===== src/rtl/sqrt_hs.sv =====
// sqrt_hs: iterative unsigned fixed-point square root with valid/ready handshakes.
// Computes T = floor(sqrt(rad << FRACTION_WIDTH)) with a restoring digit
// recurrence, STEPS_PER_CYCLE root bits per clock, and optionally rounds
// the root to nearest.
//
// Ports:
//   clk, rst        - clock, asynchronous active-high reset
//   in_valid/ready  - operand handshake (rad, round_en), ready only when idle
//   rad, round_en   - radicand (Q(TOTAL_WIDTH-FRACTION_WIDTH).FRACTION_WIDTH), rounding enable
//   abort           - drop the operation in flight (ignored while idle)
//   busy            - recurrence running
//   out_valid/ready - result handshake
//   root, rem       - root (same Q format as rad) and unrounded remainder
//   rounded_up      - root was incremented by rounding
module sqrt_hs #(
  parameter int unsigned TOTAL_WIDTH     = 16,
  parameter int unsigned FRACTION_WIDTH  = 8,
  parameter int unsigned STEPS_PER_CYCLE = 1
) (
  input  logic                   clk,
  input  logic                   rst,
  input  logic                   in_valid,
  output logic                   in_ready,
  input  logic [TOTAL_WIDTH-1:0] rad,
  input  logic                   round_en,
  input  logic                   abort,
  output logic                   busy,
  output logic                   out_valid,
  input  logic                   out_ready,
  output logic [TOTAL_WIDTH-1:0] root,
  output logic [TOTAL_WIDTH-1:0] rem,
  output logic                   rounded_up
);

  localparam int unsigned NW     = TOTAL_WIDTH + FRACTION_WIDTH;
  localparam int unsigned ITER   = NW / 2;
  localparam int unsigned RW     = ITER + 2;
  localparam int unsigned CYCLES = ITER / STEPS_PER_CYCLE;
  localparam int unsigned CW     = (CYCLES > 1) ? $clog2(CYCLES) : 1;

  // Parameter legality
  if ((NW % 2) != 0) begin : g_err_odd
    $error("sqrt_hs: TOTAL_WIDTH+FRACTION_WIDTH must be even");
  end
  if (FRACTION_WIDTH + 2 > TOTAL_WIDTH) begin : g_err_frac
    $error("sqrt_hs: FRACTION_WIDTH must not exceed TOTAL_WIDTH-2");
  end
  if (STEPS_PER_CYCLE != 1 && STEPS_PER_CYCLE != 2 && STEPS_PER_CYCLE != 4) begin : g_err_steps
    $error("sqrt_hs: STEPS_PER_CYCLE must be 1, 2 or 4");
  end
  if ((ITER % STEPS_PER_CYCLE) != 0) begin : g_err_div
    $error("sqrt_hs: ITER must be a multiple of STEPS_PER_CYCLE");
  end

  typedef enum logic [1:0] {
    S_IDLE = 2'd0,
    S_CALC = 2'd1,
    S_DONE = 2'd2
  } state_t;

  state_t          state;
  logic [CW-1:0]   cnt;
  logic [NW-1:0]   rad_sh;   // radicand bits not yet consumed, MSB pair first
  logic [RW-1:0]   part_rem;
  logic [ITER-1:0] part_root;
  logic            round_q;

  logic [NW-1:0]   rad_sh_n;
  logic [RW-1:0]   part_rem_n;
  logic [ITER-1:0] part_root_n;
  logic [RW-1:0]   rem_sh;
  logic [RW-1:0]   trial;
  logic            up_c;

  // STEPS_PER_CYCLE restoring recurrence steps: bring down two radicand bits,
  // try subtracting 4*root+1, keep the result if it did not go negative.
  // The running remainder is bounded by 2*root, so its top two bits are
  // always zero before the shift.
  always_comb begin
    rad_sh_n    = rad_sh;
    part_rem_n  = part_rem;
    part_root_n = part_root;
    rem_sh      = '0;
    trial       = '0;
    for (int i = 0; i < int'(STEPS_PER_CYCLE); i++) begin
      rem_sh = {part_rem_n[RW-3:0], rad_sh_n[NW-1 -: 2]};
      trial  = {part_root_n, 2'b01};
      if (rem_sh >= trial) begin
        part_rem_n  = rem_sh - trial;
        part_root_n = ITER'({part_root_n, 1'b1});
      end else begin
        part_rem_n  = rem_sh;
        part_root_n = ITER'({part_root_n, 1'b0});
      end
      rad_sh_n = rad_sh_n << 2;
    end
  end

  // Round to nearest when the remainder exceeds the truncated root
  assign up_c = round_q && (part_rem_n > RW'(part_root_n));

  // Control FSM with registered handshake flags and result registers
  always_ff @(posedge clk or posedge rst) begin
    if (rst) begin
      state      <= S_IDLE;
      in_ready   <= 1'b1;
      busy       <= 1'b0;
      out_valid  <= 1'b0;
      root       <= '0;
      rem        <= '0;
      rounded_up <= 1'b0;
      cnt        <= '0;
      rad_sh     <= '0;
      part_rem   <= '0;
      part_root  <= '0;
      round_q    <= 1'b0;
    end else begin
      case (state)
        S_IDLE: begin
          if (in_valid) begin
            state     <= S_CALC;
            in_ready  <= 1'b0;
            busy      <= 1'b1;
            rad_sh    <= NW'(rad) << FRACTION_WIDTH;
            round_q   <= round_en;
            part_rem  <= '0;
            part_root <= '0;
            cnt       <= '0;
          end
        end
        S_CALC: begin
          if (abort) begin
            state    <= S_IDLE;
            in_ready <= 1'b1;
            busy     <= 1'b0;
          end else begin
            rad_sh    <= rad_sh_n;
            part_rem  <= part_rem_n;
            part_root <= part_root_n;
            cnt       <= cnt + CW'(1);
            if (cnt == CW'(CYCLES - 1)) begin
              state      <= S_DONE;
              busy       <= 1'b0;
              out_valid  <= 1'b1;
              root       <= TOTAL_WIDTH'(part_root_n) + TOTAL_WIDTH'(up_c);
              rem        <= TOTAL_WIDTH'(part_rem_n);
              rounded_up <= up_c;
            end
          end
        end
        S_DONE: begin
          // in_ready rises only after the output handshake edge
          if (abort || out_ready) begin
            state     <= S_IDLE;
            out_valid <= 1'b0;
            in_ready  <= 1'b1;
          end
        end
        default: begin
          state     <= S_IDLE;
          in_ready  <= 1'b1;
          busy      <= 1'b0;
          out_valid <= 1'b0;
        end
      endcase
    end
  end

endmodule


===== config.mk =====
export PLATFORM = sky130hd
export DESIGN_NAME = sqrt_hs
export DESIGN_NICKNAME = d
export VERILOG_FILES = /design/src/rtl/sqrt_hs.sv
export SDC_FILE = /design/constraint.sdc
export NUM_CORES = 1
export LEC_CHECK = 0
export CELL_PAD_IN_SITES_DETAIL_PLACEMENT = 1
export CELL_PAD_IN_SITES_GLOBAL_PLACEMENT = 2
export CORE_MARGIN = 4
export CORE_UTILIZATION = 32
export CTS_BUF_LIST = sky130_fd_sc_hd__clkbuf_16
export DETAILED_ROUTE_END_ITERATION = 7
export PLACE_DENSITY = 0.85
export SETUP_SLACK_MARGIN = 0.15
export SYNTH_ARGS = -nofsm -noshare
export SYNTH_HDL_FRONTEND = slang
export SYNTH_SLANG_ARGS = --single-unit

===== constraint.sdc =====
create_clock -name clk -period 4.8 [get_ports clk]
set_input_delay 0.96 -clock clk [delete_from_list [all_inputs] [get_ports clk]]
set_output_delay 0.96 -clock clk [all_outputs]
set_load 0.01 [all_outputs]

==> flow_summary.toml, run 1 <==
[sta]
layout_min_cycle_time_ps = 4690
fin_worst_skew_ps = 5.15
rsz0062_at_grt = "true"
holdWs_ps = 468
finalSetupViolCount = 0
slew_headroom_pct = 32.3
setup_ws_ps = 110
setup-tns-final_ps = 0
slew_violations = 0
hold_violations = 0
min_period_over_period_pct = 97.7
max_slew.worst_pin.slew_ps = 1010
clock.fmax_mhz = 213

[final_layout]
nets = 611
nFillCells = 1496
multi_input_area_sq_mm = 0.00261
final_area_sq_mm = 0.00622
syn_to_final_growth_pct = 40.3
ff_latch_area_sq_mm = 0.00195
drive_gt1_share_pct = 29.2
n_antenna_cell = 0

[floorplan]
dieArea_sq_mm = 0.0158
die_width_um = 126
rows = 42
io_pins = 58
initial_utilization_pct = 33.1
core_area_sq_mm = 0.0134
die_h_um = 126

[synth]
synth_adder_area_share_pct = 8.19
synthMuxAreaShare_pct = 10.4
synth_top_family_by_area = "compound AO/OA/AOI/OAI gates"
synth_edf_count = 0
syn-cell-area_sq_mm = 0.00443
synth-seq-cells = 78
yosysWarnings = 0
synth_cells = 446
yosys.area_share.xor_xnor_pct = 4.54
avgSynthCellArea_sq_um = 9.94
synth_cell_types = 49
ys_dominant_reg_cell = "dfrtp_1"
async_flop_share_pct = 100
yosys.area_share.simple_pct = 12.6
synth_compound_area_share_pct = 15.4
seq_area_frac_synth_pct = 44.1

[routing]
ant_nets = 0
drtIter0Drc = 149
routed_wirelength_um = 13400
vias = 3793
firstDrtPassIters = 4
wire_per_inst_um = 18.1
drc = 0
viasPerCell = 5.12

[outcome]
status = "complete, no violations"

[job]
cap_violations = 0

[grt]
grt_antenna_before_repair = 0
grt_usage_pct = 17.0
grt_max_degree = 43
grt_pass1_vias = 4137
grt.overflow.total = 0
grt_pass1_wl_um = 21700

[pwr]
switching_power_mw = 1.90
peakVddDrop_v = 0.000362
combPwrFrac_pct = 65.6
share_clk_of_total_power_pct = 14.9
power.density_mw_per_mm2 = 735
p_int_mw = 2.68
leakage_nw = 2.76
switching_share_pct = 41.5
pwr-share-seq_pct = 19.4

[clock_tree]
cts_buffers = 9
cts_sinks = 78
h-tree-depth = 3
clk_path_buf_depth = 2
root_buffer = "clkbuf_16"
cts.hold.buffers_added = 0
clk_pin_slew_ps = 60
cts_tree = "done"
clock_latency_ps = 350

[critical_path]
slowest_stage = "dfrtp_1"
start_kind = "flop"
cpMostUsedCell = "ha_4"
crit_fanout = 5
worstSetupPathType = "reg2reg"
cp_data_arrival_time_ps = 4920
cp-end-kind = "flop"
required_ps = 5030
path_cells = "inv_2 > ha_4 > nand2_2 > o21ai_2 > nand3_2 > a211o_1 > a31o_4 > inv_6 > buf_4 > mux2_4 > ha_4 > a21oi_2 > nand2_1 > a211o_1 > a221oi_2 > a21oi_1 > nor4_1 > buf_4 > nor3b_2 > ha_2 > ha_4 > nand4_1 > nor3_2 > mux2_4"
max_stage_delay_ps = 370

[place]
port_buffers = 52
dpl_cell_area_sq_mm = 0.00549
gp_congestion = 0.868
post-place-ws_ps = -200
hpwlAfterDp_um = 9500

[worst_hold_path]
hp-class = "reg2reg"
sequential cells by signal (all words and copies together), names as in the netlist:
register / flops
busy: 1
cnt: 4
in_ready: 1
out_valid: 1
part_rem: 12
part_root: 12
rad_sh: 16
rem: 14
root: 13
round_q: 1
rounded_up: 1
state: 2
power groups by stage:
stage | combinational (mW) | clock [mW] | sequential, mW
floorplan | 1.51 | 0 | 0.874
global placement | 2.28 | 0 | 0.887
detailed placement | 2.38 | 0 | 0.896
CTS | 2.70 | 0.697 | 0.888
global route | 3.29 | 0.726 | 0.907
finish | 3.00 | 0.683 | 0.889
routing by layer:
layer / global-route usage [%] / routed length (um) / vias to the layer above / part of all wire, %
li1: - / - / 1800 / -
met1: 20.6 / 5590 / 1897 / 42
met2: 30.7 / 7140 / 75 / 53
met3: 3.01 / 432 / 21 / 3.2
met4: 5.29 / 235 / 0 / 1.8
met5: 0 / 0 / - / 0
Yosys cell counts (all sizes together), types with 2 or more instances:
cell | instances | area (sq um)
ha | 29 | 363
o21ai | 34 | 170
a31oi | 4 | 25.0
o31ai | 8 | 60.1
nor3b | 3 | 22.5
nand3 | 8 | 40.0
mux2i | 16 | 160
a21o | 3 | 22.5
inv | 27 | 101
a211oi | 4 | 30.0
mux2 | 25 | 300
nor3 | 9 | 55.1
a2111oi | 2 | 36.3
nor2b | 6 | 37.5
dfrtp | 77 | 1930
o21a | 2 | 15.0
nand4 | 5 | 31.3
buf | 11 | 71.3
or2 | 2 | 12.5
nand2b | 3 | 18.8
nor2 | 32 | 120
a22o | 12 | 105
xnor2 | 16 | 140
clkbuf | 10 | 37.5
nor4 | 4 | 25.0
nand2 | 46 | 173
xor2 | 7 | 61.3
a21oi | 26 | 130
a211o | 3 | 26.3
stage by stage:
step	instances	util, %	total power, mW
3_3_place_gp	710	41.0	3.17
4_1_cts	734	44.8	4.28
5_1_grt	741	46.4	4.92
3_5_place_dp	710	41.0	3.27
6_report	741	46.4	4.57
2_1_floorplan	450	-	2.38
cells in the final DEF (no fill, tap or decap), drive strengths merged, types with 2 or more instances in the layout:
cell type      Yosys  layout
ha                29      29
nor2              32      32
clkinv             0       4
a31oi              4       4
o21a               2       2
clkdlybuf4s50      0      52
nand2b             3       3
dfrtp             77      77
o21ai             34      34
mux2i             16      16
nor3b              3       3
o31ai              8       8
a21oi             26      26
a2111oi            2       2
nand2             46      46
nor4               4       4
xnor2             16      16
buf               11      67
a21o               3       3
a211oi             4       4
a211o              3       3
conb               1       5
nor3               9       9
or2                2       2
nand4              5       5
nor2b              6       6
xor2               7       7
mux2              25      25
clkinvlp           0       2
clkbuf            10       9
nand3              8       8
a22o              12      12
inv               27      28
path summary, 6_finish.rpt:
check | slack [ps] | end | cells past startpoint | start
max | 110 | root[12]$_DFFE_PP0P_ | 24 | part_root[1]$_DFFE_PP0P_
min | 470 | in_ready$_DFFE_PP1P_ | 2 | in_ready$_DFFE_PP1P_
max reg2reg | 110 | root[12]$_DFFE_PP0P_ | 24 | part_root[1]$_DFFE_PP0P_
min reg2reg | 470 | in_ready$_DFFE_PP1P_ | 2 | in_ready$_DFFE_PP1P_
max in group asynchronous | 2940 | rem[10]$_DFFE_PP0P_ | 3 | rst
min in group asynchronous | 990 | rad_sh[23]$_DFFE_PP0P_ | 2 | rst
cell families after synthesis:
family          count (synthesis)
flops                          78
simple gates                  121
other cells                     1
xor+xnor                       23
mux                            41
compound gates                105
buf+inv                        48
fa+ha+maj                      29
worst max-delay path, delay by kind of cell (launching register included):
family	cells	cell delay, ps
buffers and inverters	4	450
and+or+nand+nor	7	720
DFF	1	370
adders and majority gates	4	830
AOI/OAI and AO/OA	7	1600
muxes	2	560
cell type report:
cell class | instances | share of cell area [%]
Clock buffer | 9 | 3.62
Clock inverter | 7 | 1.03
Inverter | 27 | 1.71
Multi-Input combinational cell | 324 | 41.9
Sequential cell | 78 | 31.4
Tap cell | 176 | 3.54
Timing Repair Buffer | 119 | 16.6
Timing Repair inverter | 1 | 0.121
what timing repair did:
action                                  4_1_cts  5_1_grt
pin swaps                                    14       21
gates resized for setup                      26       38
endpoints found under the setup margin       13       13
setup buffers                                 7        7
gates cloned                                  1        0
Note: power is estimated with default switching activity, not from simulation.
==> inputs of run 2 (changes only) <==
- TNS_END_PERCENT: unset -> 10
==> flow_summary.toml, run 2 (synthesis gave the netlist of run 1 again) <==
[sta]
hold_violations = 0
min_period_over_period_pct = 96.9
finalSetupViolCount = 0
fin_worst_skew_ps = 6.00
clock.fmax_mhz = 215
slew_violations = 0
slew_headroom_pct = 31.5
max_slew.worst_pin.slew_ps = 1020
layout_min_cycle_time_ps = 4650
holdWs_ps = 468
rsz0062_at_grt = "true"

[worst_hold_path]
hp-class = "reg2reg"
holdPathStages = 2
whs_endpoint = "in_ready$_DFFE_PP1P_"
hold_start = "in_ready$_DFFE_PP1P_"

[place]
hpwlAfterDp_um = 9500
port_buffers = 52
gp_congestion = 0.868

[clock_tree]
cts_sinks = 78
cts_buffers = 9
cts.hold.buffers_added = 0
h-tree-depth = 3
clock_latency_ps = 350
cts_tree = "done"
root_buffer = "clkbuf_16"
clk_pin_slew_ps = 60
clk_path_buf_depth = 2

[critical_path]
crit_fanout = 4
cpMostUsedCell = "ha_4"
r2r_slack_ps = 150
cpLargestDelayFamily = "compound AO/OA/AOI/OAI gates"
required_ps = 5030
timing.rr.end = "root[12]$_DFFE_PP0P_"
path_buf_inv = 3
cp_data_arrival_time_ps = 4890
worstSetupPathType = "reg2reg"
path_cells = "ha_4 > a211oi_2 > nor2_2 > o31ai_2 > a31o_4 > clkinvlp_4 > buf_6 > mux2_4 > ha_4 > nand4_1 > a21oi_1 > a211o_1 > a221oi_2 > a21oi_1 > nor4_1 > buf_4 > nor3b_2 > ha_2 > ha_4 > nand4_1 > nor3_2 > mux2_4"
rr_worst_depth = 22
reg2reg_from = "part_rem[5]$_DFFE_PP0P_"
cp-end-kind = "flop"
start_kind = "flop"
slowest_stage = "dfrtp_2"
max_stage_delay_ps = 440

[routing]
viasPerCell = 5.15
vias = 3814
drtIter0Drc = 160
wire_per_inst_um = 18.5
drc = 0
firstDrtPassIters = 4
ant_nets = 0
routed_wirelength_um = 13700

[final_layout]
nFillCells = 1476
nets = 611
multi_input_area_sq_mm = 0.00272
largest-register = "rad_sh"
largest_registers = "rad_sh (16), rem (14), root (13)"
mostFrequentLayoutCells = "dfrtp_1 (76), buf_4 (65), clkdlybuf4s50_1 (52)"
drive_gt1_share_pct = 30.4
ff_latch_area_sq_mm = 0.00195
syn_to_final_growth_pct = 42.7
n_antenna_cell = 0
final_common_cell = "dfrtp_1"
largest_reg_flops = 16

[floorplan]
initial_utilization_pct = 33.1
core_area_sq_mm = 0.0134
die_h_um = 126
dieArea_sq_mm = 0.0158
io_pins = 58
rows = 42
die_width_um = 126

[outcome]
status = "complete, no violations"

[grt]
grt_antenna_before_repair = 0
grt_max_degree = 43
grt.overflow.total = 0
grt_pass1_wl_um = 21700
grt_usage_pct = 17.0
grt_pass1_vias = 4137

[pwr]
peakVddDrop_v = 0.000366
fin_total_pwr_mw = 4.75
leakage_nw = 2.77
power.density_mw_per_mm2 = 751

[job]
cap_violations = 0
-- run 2: per-stage QoR --
stage	cells	util (%)	instance area (sq um)	TNS (ps)	worst slack, ps
finish	741	47.2	6320	0	148
detailed placement	710	41.0	5490	-935	-200
CTS	734	44.7	5990	0	143
global route	741	47.2	6320	-383	-109
global placement	710	41.0	5490	0	102
floorplan	450	-	4450	0	196
-- run 2: worst max path at each step --
stage               cells after the start                    to                     start
floorplan                              23  root[12]$_DFFE_PP0P_  part_root[1]$_DFFE_PP0P_
global placement                       21  root[12]$_DFFE_PP0P_   part_rem[0]$_DFFE_PP0P_
detailed placement                     23   root[6]$_DFFE_PP0P_  part_root[1]$_DFFE_PP0P_
CTS                                    23  root[12]$_DFFE_PP0P_  part_root[1]$_DFFE_PP0P_
global route                           23  root[12]$_DFFE_PP0P_  part_root[6]$_DFFE_PP0P_
finish                                 22  root[12]$_DFFE_PP0P_   part_rem[5]$_DFFE_PP0P_
-- run 2: where the power goes --
part           switching (mW)  total, mW  leakage [nW]  internal, mW
Combinational            1.58       3.17          1.59          1.59
Sequential              0.104      0.892          1.04         0.789
Clock                   0.287      0.686         0.141         0.399
-- run 2: per-layer routing --
metal	vias to the layer above	GRT usage [%]	routed length (um)
met5	-	0	0
met4	0	5.29	172
met3	12	3.01	434
met2	65	30.6	7420
met1	1936	20.6	5710
li1	1801	-	-
-- run 2: area by class of cell --
cell class | count | area share (%)
Multi-Input combinational cell | 324 | 42.9
Sequential cell | 78 | 30.9
Timing Repair Buffer | 119 | 16.3
Clock buffer | 9 | 3.56
Tap cell | 176 | 3.48
Inverter | 27 | 1.68
Clock inverter | 7 | 1.01
Timing Repair inverter | 1 | 0.119
-- run 2: timing repair --
action | in CTS | in global routing
resized for setup | 24 | 53
buffers inserted | 7 | 7
setup endpoints to repair | 13 | 13
pin swaps | 13 | 33
gates cloned | 1 | 0
-- run 2: worst register-to-register path: cells and delay by family, from the launching register on --
| kind | cells | cell delay [ps] |
|---|---|---|
| AOI/OAI and AO/OA | 7 | 1460 |
| adders and majority gates | 4 | 870 |
| buffers and inverters | 3 | 520 |
| DFF | 1 | 440 |
| muxes | 2 | 560 |
| and+or+nand+nor | 6 | 690 |
==> inputs of run 3 (changes only) <==
- CAP_MARGIN: unset -> 20
==> results of run 3 <==
No change in the layout: final DEF, timing and power equal those of run 2.
